--- src/rtl/microwave_timer.sv ---
// Microwave oven cook timer.
// One-hot control FSM (CLOSED/COOK/PAUSE/BELL/OPEN) with a cook-time
// countdown, a 2-bit duty phase for magnetron power levels and a bell
// duration counter. Every output decodes from registers only, so no
// input reaches an output combinationally.
module microwave_timer #(
  parameter int T_W         = 8,
  parameter int BELL_CYCLES = 4
) (
  input  logic           clk,
  input  logic           nrst,
  input  logic           door,
  input  logic           start,
  input  logic           stop,
  input  logic [T_W-1:0] time_in,
  input  logic [1:0]     power,
  output logic           bell,
  output logic           light,
  output logic           heat,
  output logic           busy,
  output logic [T_W-1:0] remaining
);

  localparam int BC_W = (BELL_CYCLES > 1) ? $clog2(BELL_CYCLES) : 1;
  localparam logic [BC_W-1:0] BELL_LAST = BC_W'(BELL_CYCLES - 1);
  localparam logic [T_W-1:0]  REM_ONE   = T_W'(1);

  typedef enum logic [4:0] {
    CLOSED = 5'b00001,
    COOK   = 5'b00010,
    PAUSE  = 5'b00100,
    BELL   = 5'b01000,
    OPEN   = 5'b10000
  } state_t;

  state_t          state, state_nxt;
  logic [T_W-1:0]  rem_q, rem_nxt;
  logic [1:0]      phase_q, phase_nxt;
  logic [BC_W-1:0] bcnt_q, bcnt_nxt;
  logic [1:0]      power_q;

  // Control state and counters; reset aborts any job and clears all of them.
  always_ff @(posedge clk or negedge nrst) begin
    if (!nrst) begin
      state   <= CLOSED;
      rem_q   <= '0;
      phase_q <= '0;
      bcnt_q  <= '0;
    end else begin
      state   <= state_nxt;
      rem_q   <= rem_nxt;
      phase_q <= phase_nxt;
      bcnt_q  <= bcnt_nxt;
    end
  end

  // Power level sampled every cycle so heat decodes from a register; it only
  // matters while cooking, where the previous edge's sample is used.
  always_ff @(posedge clk) begin
    power_q <= power;
  end

  // Next-state and counter updates; door has priority over stop in COOK,
  // stop has priority over door in PAUSE.
  always_comb begin
    state_nxt = state;
    rem_nxt   = rem_q;
    phase_nxt = phase_q;
    bcnt_nxt  = bcnt_q;
    unique case (state)
      CLOSED: begin
        if (door) begin
          state_nxt = OPEN;
        end else if (start && (time_in != '0)) begin
          state_nxt = COOK;
          rem_nxt   = time_in;
          phase_nxt = 2'd0;
        end
      end
      COOK: begin
        if (door) begin
          state_nxt = PAUSE;
        end else if (stop) begin
          state_nxt = CLOSED;
          rem_nxt   = '0;
        end else if (rem_q == REM_ONE) begin
          state_nxt = BELL;
          rem_nxt   = '0;
          bcnt_nxt  = '0;
        end else begin
          rem_nxt   = rem_q - REM_ONE;
          phase_nxt = phase_q + 2'd1;
        end
      end
      PAUSE: begin
        if (stop) begin
          state_nxt = OPEN;
          rem_nxt   = '0;
        end else if (!door) begin
          state_nxt = COOK;
        end
      end
      BELL: begin
        if (door) begin
          state_nxt = OPEN;
        end else if (bcnt_q == BELL_LAST) begin
          state_nxt = CLOSED;
        end else begin
          bcnt_nxt = bcnt_q + 1'b1;
        end
      end
      OPEN: begin
        if (!door) begin
          state_nxt = CLOSED;
        end
      end
      default: begin
        state_nxt = CLOSED;
        rem_nxt   = '0;
        phase_nxt = 2'd0;
        bcnt_nxt  = '0;
      end
    endcase
  end

  assign bell      = (state == BELL);
  assign light     = (state == COOK) || (state == PAUSE) || (state == OPEN);
  assign busy      = (state == COOK) || (state == PAUSE);
  // phase <= power gives duty 1/4, 2/4, 3/4, 4/4 for power 0..3.
  assign heat      = (state == COOK) && (phase_q <= power_q);
  assign remaining = rem_q;

endmodule

--- config.mk ---
export PLATFORM = sky130hd
export DESIGN_NAME = microwave_timer
export DESIGN_NICKNAME = d
export VERILOG_FILES = /design/src/rtl/microwave_timer.sv
export SDC_FILE = /design/constraint.sdc
export NUM_CORES = 1
export LEC_CHECK = 0
export CORE_MARGIN = 2
export CORE_UTILIZATION = 51
export DETAILED_ROUTE_END_ITERATION = 16
export PLACE_DENSITY_LB_ADDON = 0.05
export REMOVE_ABC_BUFFERS = 1
export SYNTH_ARGS = -nofsm -noshare
export SYNTH_HDL_FRONTEND = slang
export SYNTH_SLANG_ARGS = --single-unit
--- constraint.sdc ---
create_clock -name clk -period 2.6 [get_ports clk]
set_input_delay 0.39 -clock clk [delete_from_list [all_inputs] [get_ports clk]]
set_output_delay 0.39 -clock clk [all_outputs]
set_load 0.02 [all_outputs]
# ---- Word-level counts from Yosys, hierarchy flattened
# Index checks and enable logic that the tools add are counted.
dict set report totals {
  regBits 19
  output_inout_bits 12
  wordCells 75
}
dict set report classes {
  n_lt_le_gt_ge 1
  n_eq_ne 21
  n_reduce_logical 12
  mux 30
  bitwise_logic 3
  addsub 3
}
# op n
set op_table {}
lappend op_table {{5-bit two-way mux} 10}
lappend op_table {{8-bit two-way mux} 6}
lappend op_table {{8-bit one-hot mux with 4 select lines} 1}
lappend op_table {{5-bit one-hot mux with 5 select lines} 1}
lappend op_table {{2-bit two-way mux} 10}
lappend op_table {{2-bit != test, second input constant} 10}
lappend op_table {{2-bit one-hot mux with 3 select lines} 2}
lappend op_table {{6-bit AND reduction} 2}
lappend op_table {{5-bit AND reduction} 2}
lappend op_table {{8-bit by 1-bit equality test with 1-bit output, second input constant} 1}
lappend op_table {{8-bit nonzero test} 1}
lappend op_table {{8-bit by 1-bit subtractor with 8-bit output, second input constant} 1}
lappend op_table {{3-bit != test, second input constant} 2}
lappend op_table {{3-bit OR reduction} 2}
lappend op_table {{5-bit by 1-bit equality test with 1-bit output, second input constant} 1}
lappend op_table {{5-bit by 2-bit equality test with 1-bit output, second input constant} 1}
lappend op_table {{5-bit by 3-bit equality test with 1-bit output, second input constant} 1}
lappend op_table {{5-bit by 4-bit equality test with 1-bit output, second input constant} 1}
lappend op_table {{5-bit equality test, second input constant} 1}
lappend op_table {{2-bit by 1-bit adder with 2-bit output, second input constant} 2}
lappend op_table {{4-bit != test, second input constant} 1}
lappend op_table {{3-bit by 2-bit != test with 1-bit output, second input constant} 1}
lappend op_table {{1-bit NOT} 3}
lappend op_table {{2-bit equality test, second input constant} 1}
lappend op_table {{4 further kinds} 6}

# ---- Longest topological paths before layout
dict set report depth {
  ltp_word 5
  ltp_mapped 8
  depth_no_buf 7
}

# ---- Worst setup path before layout
# OpenSTA, ideal clock, no wires.
dict set report synth_timing {
  path_kind {reg2reg}
  start {register rem_q[1], in the netlist remaining[1]}
  end {register phase_q[1]}
  setup_slack_ns 0.546
  stages_incl_launch_ff 9
  arrival_time_ns 1.928
  period_less_slack_ns 2.054
  cell_sequence {dfrtp_1 inv_1 ha_1 nor2b_1 and3_1 buf_2 or3_1 and3_1 a221o_1}
}
dict set report synth_between {
  elab_chain_len 3
}
# element line
set synth_lines {}
lappend synth_lines {{start, declared} 37} ;# logic [T_W-1:0] rem_q, rem_nxt;
lappend synth_lines {{start signal, assigned} 51} ;# rem_q <= rem_nxt;
lappend synth_lines {{8-bit by 1-bit equality test with 1-bit output} 86} ;# end else if (rem_q == REM_ONE) begin
lappend synth_lines {{2-bit != test (no line)} n/a}
lappend synth_lines {{6-bit AND reduction (no line)} n/a}
lappend synth_lines {{end signal, assigned} 52} ;# phase_q <= phase_nxt;
lappend synth_lines {{end, declared} 38} ;# logic [1:0] phase_q, phase_nxt;
# No other way between the ends.
# A chain may end at the register's enable or synchronous reset.

# ---- Worst setup path after layout
dict set report layout_timing {
  start {register state[3]}
  end {output port heat}
}
dict set report layout_between {
  elab_chain_len 2
}
# element line
set layout_lines {}
lappend layout_lines {{start, declared} 36} ;# state_t state, state_nxt;
lappend layout_lines {{start signal, assigned} 50} ;# state <= state_nxt;
lappend layout_lines {{5-bit by 2-bit equality test with 1-bit output} 130} ;# assign heat = (state == COOK) && (phase_q <= power_q);
lappend layout_lines {{1-bit logical AND} 130}
lappend layout_lines {{end, declared} 19} ;# output logic heat,
# No other way between the ends.

==> flow_metrics.tcl <==
set metrics [dict create \
    wirelength_mm 3.421 \
    netlist.area_leader.share_pct 29.04 \
    hp-class "input pin to flop" \
    place_ws_ns 0.2254 \
    cts_tree "built" \
    fill_cells 222 \
    placed_area_sq_um 1659 \
    drtIter0Drc 44 \
    grt_usage_pct 22.76 \
    die_y_microns 56.00 \
    path_cells "nor3_4 -> nand3_2 -> nor2_1 -> clkdlybuf4s50_1" \
    cp-start-kind "flop" \
    io-pin-count 27 \
    dp_cells 216 \
    period_minus_slack_ns 2.460 \
    drc 0 \
    async_reset_ff_share_pct 89.47 \
    syn_to_final_growth_pct 23.23 \
    hold_start "power[1]" \
    rows 18 \
    crit_required_ns 2.21 \
    ys_ff_latch 19 \
    worstPathArrival_ns 2.07 \
    cp_slowest_cell "clkdlybuf4s50_1" \
    syn_inst 165 \
    reg2regPathDepth 7 \
    synthFlopType "dfrtp_1" \
    yosys-top-cells-area "dfrtp_1 29%, nor2_1 5.2%, o21ai_0 4.7%" \
    drv_slew 0 \
    power.total_mw 1.562 \
    r2r_slack_ns 0.57 \
    cts-root-buf "clkbuf_4" \
    fin_util_pct 67.36 \
    hold_end "power_q[1]" \
    synth_top_area_cell "dfrtp_1" \
    tightest_slew_ns 0.8080 \
    maxCapViolations 0 \
    yosysUniqueCellTypes 47 \
    clkLatencyLatePin_ns 0.31 \
    io_buffer_count 26 \
    timing.hold.ws_ns 0.5061 \
    ir_drop_mv 0.8121 \
    postCtsSetupBuffers 0 \
    fin_ws_ns 0.1397 \
    r2r-start "remaining[1]" \
    ctsHoldBuffers 0 \
    ys_seq_area_share_pct 33.85 \
    grt_max_degree 18 \
    antenna_found_initial 0 \
    final_cell_mix "26 x clkdlybuf4s50_1, 18 x nor2_1, 15 x dfrtp_1, 14 x nand2_1" \
    viasPerCell 6.145 \
    rsz0062_at_grt "no" \
    clkSlewWorstSetupHoldPaths_ns 0.12 \
    yosys_warnings 0 \
    hold_violations 0 \
    fin_skew_ns 0.006452 \
    dieArea_sq_um 3135 \
    cts_max_level 1 \
    synth_edf_count 0 \
    vias 1352 \
    core_sq_um 2522 \
    crit_path_max_incr_delay_ns 0.60 \
    gp_congestion 0.8565 \
    ant_nets 0 \
    synth_area_per_cell_sq_um 8.356 \
    setup_viol 0 \
    status "complete, no violations" \
    hold_depth 1 \
    power_density_nw_per_um2 919.4 \
    critical_path_depth 4 \
    hpwl_mm 2.569 \
    grt_pass1_wl_mm 5.830 \
    cpLargestDelayFamily "simple AND/OR/NAND/NOR gates" \
    tns_ns 0 \
    routedWlPerCell_microns 15.55 \
    slew_headroom_pct 45.96 \
    min_period_over_period_pct 94.63 \
    crit_buf_inv 1 \
    crit_fanout 12 \
    grt_pass1_vias 1332 \
    numClockSinks 19 \
    layout_commonest_cell "clkdlybuf4s50_1" \
    grt_overflow 0 \
    layout-drive-gt1-share_pct 13.16 \
    final_cells 220 \
    netlist_area_sq_um 1379 \
    fmax_mhz 406.4 \
    initial_core_util_pct 54.66 \
    antenna_cells 0 \
    endpoint_kind "output port" \
    crit_type "flop to output port" \
    r2r-end "phase_q[1]" \
    design_area_sq_um 1699 \
    nets 211 \
    clk_path_buf_depth 2 \
    first_pass_iters 5 \
    cts_buffers 3 \
    die_x_microns 56.00 \
    power.leakage_nw 0.7214 \
]
[power breakdown]
group | leakage, nW | switching (mW) | total (mW) | internal, mW
clock | 0.0150 | 0.0996 | 0.160 | 0.0600
combinational | 0.465 | 0.543 | 0.941 | 0.397
sequential | 0.242 | 0.0966 | 0.462 | 0.365
total | 0.721 | 0.739 | 1.56 | 0.823
[per-layer routing]
| metal | track usage, % | routed length (microns) |
|---|---|---|
| met1 | 28.28 | 1512 |
| met2 | 38.99 | 1656 |
| met3 | 4.186 | 218 |
| met4 | 8.503 | 34 |
| met5 | 0 | 0 |
[kinds of logic after synthesis]
logic type,share of synthesized area [%]
buffers and inverters,7.532
AO/OA/AOI/OAI,25.86
multiplexers,2.359
adder cells (fa/ha/maj),4.537
XOR/XNOR,1.271
flip-flops,33.85
AND/OR/NAND/NOR,24.59
[how the worst max path moves through the flow]
stage               slack, ns            to          from
floorplan                0.59    phase_q[1]  remaining[1]
global placement         0.28  remaining[5]    time_in[7]
detailed placement       0.23  remaining[5]    time_in[7]
CTS                      0.05          heat      state[3]
global route             0.01          heat      state[2]
finish                   0.14          heat      state[3]
[state kept, by name, indices dropped and copies added (netlist names)]
name       flops
remaining      8
state          5
bcnt_q         2
phase_q        2
power_q        2
[cells in the mapped netlist (all sizes together) (3+ instances only)]
cell,instances
nor3,6
nor2b,4
nor3b,3
nand3,5
nand2,14
nor4,4
a21oi,12
dfrtp,16
ha,5
inv,13
and3,3
o21ai,14
nor2,20
o22ai,3
a32oi,3
o211ai,3
buf,9
[final cells by class]
class | count | area (sq um) | share of cell area [%]
Multi-Input combinational cell | 123 | 820.8 | 48.31
Sequential cell | 19 | 467.9 | 27.54
Timing Repair Buffer | 31 | 297.8 | 17.53
Inverter | 13 | 48.80 | 2.872
Tap cell | 30 | 37.54 | 2.209
Clock buffer | 4 | 26.28 | 1.546
[what timing repair did]
item,in CTS,in global routing
resized for setup,2,2
endpoints found under the hold margin,0,0
setup endpoints to repair,2,4
[worst reg2reg max path: cells and delay by family, from the launching register on]
family                   cells  cell delay [ns]
adder cells (fa/ha/maj)      1             0.17
AO/OA/AOI/OAI                1             0.26
AND/OR/NAND/NOR              4             0.99
flip-flops                   1             0.42
buffers and inverters        1             0.10
No activity file was read; power rests on OpenSTA's default activity.
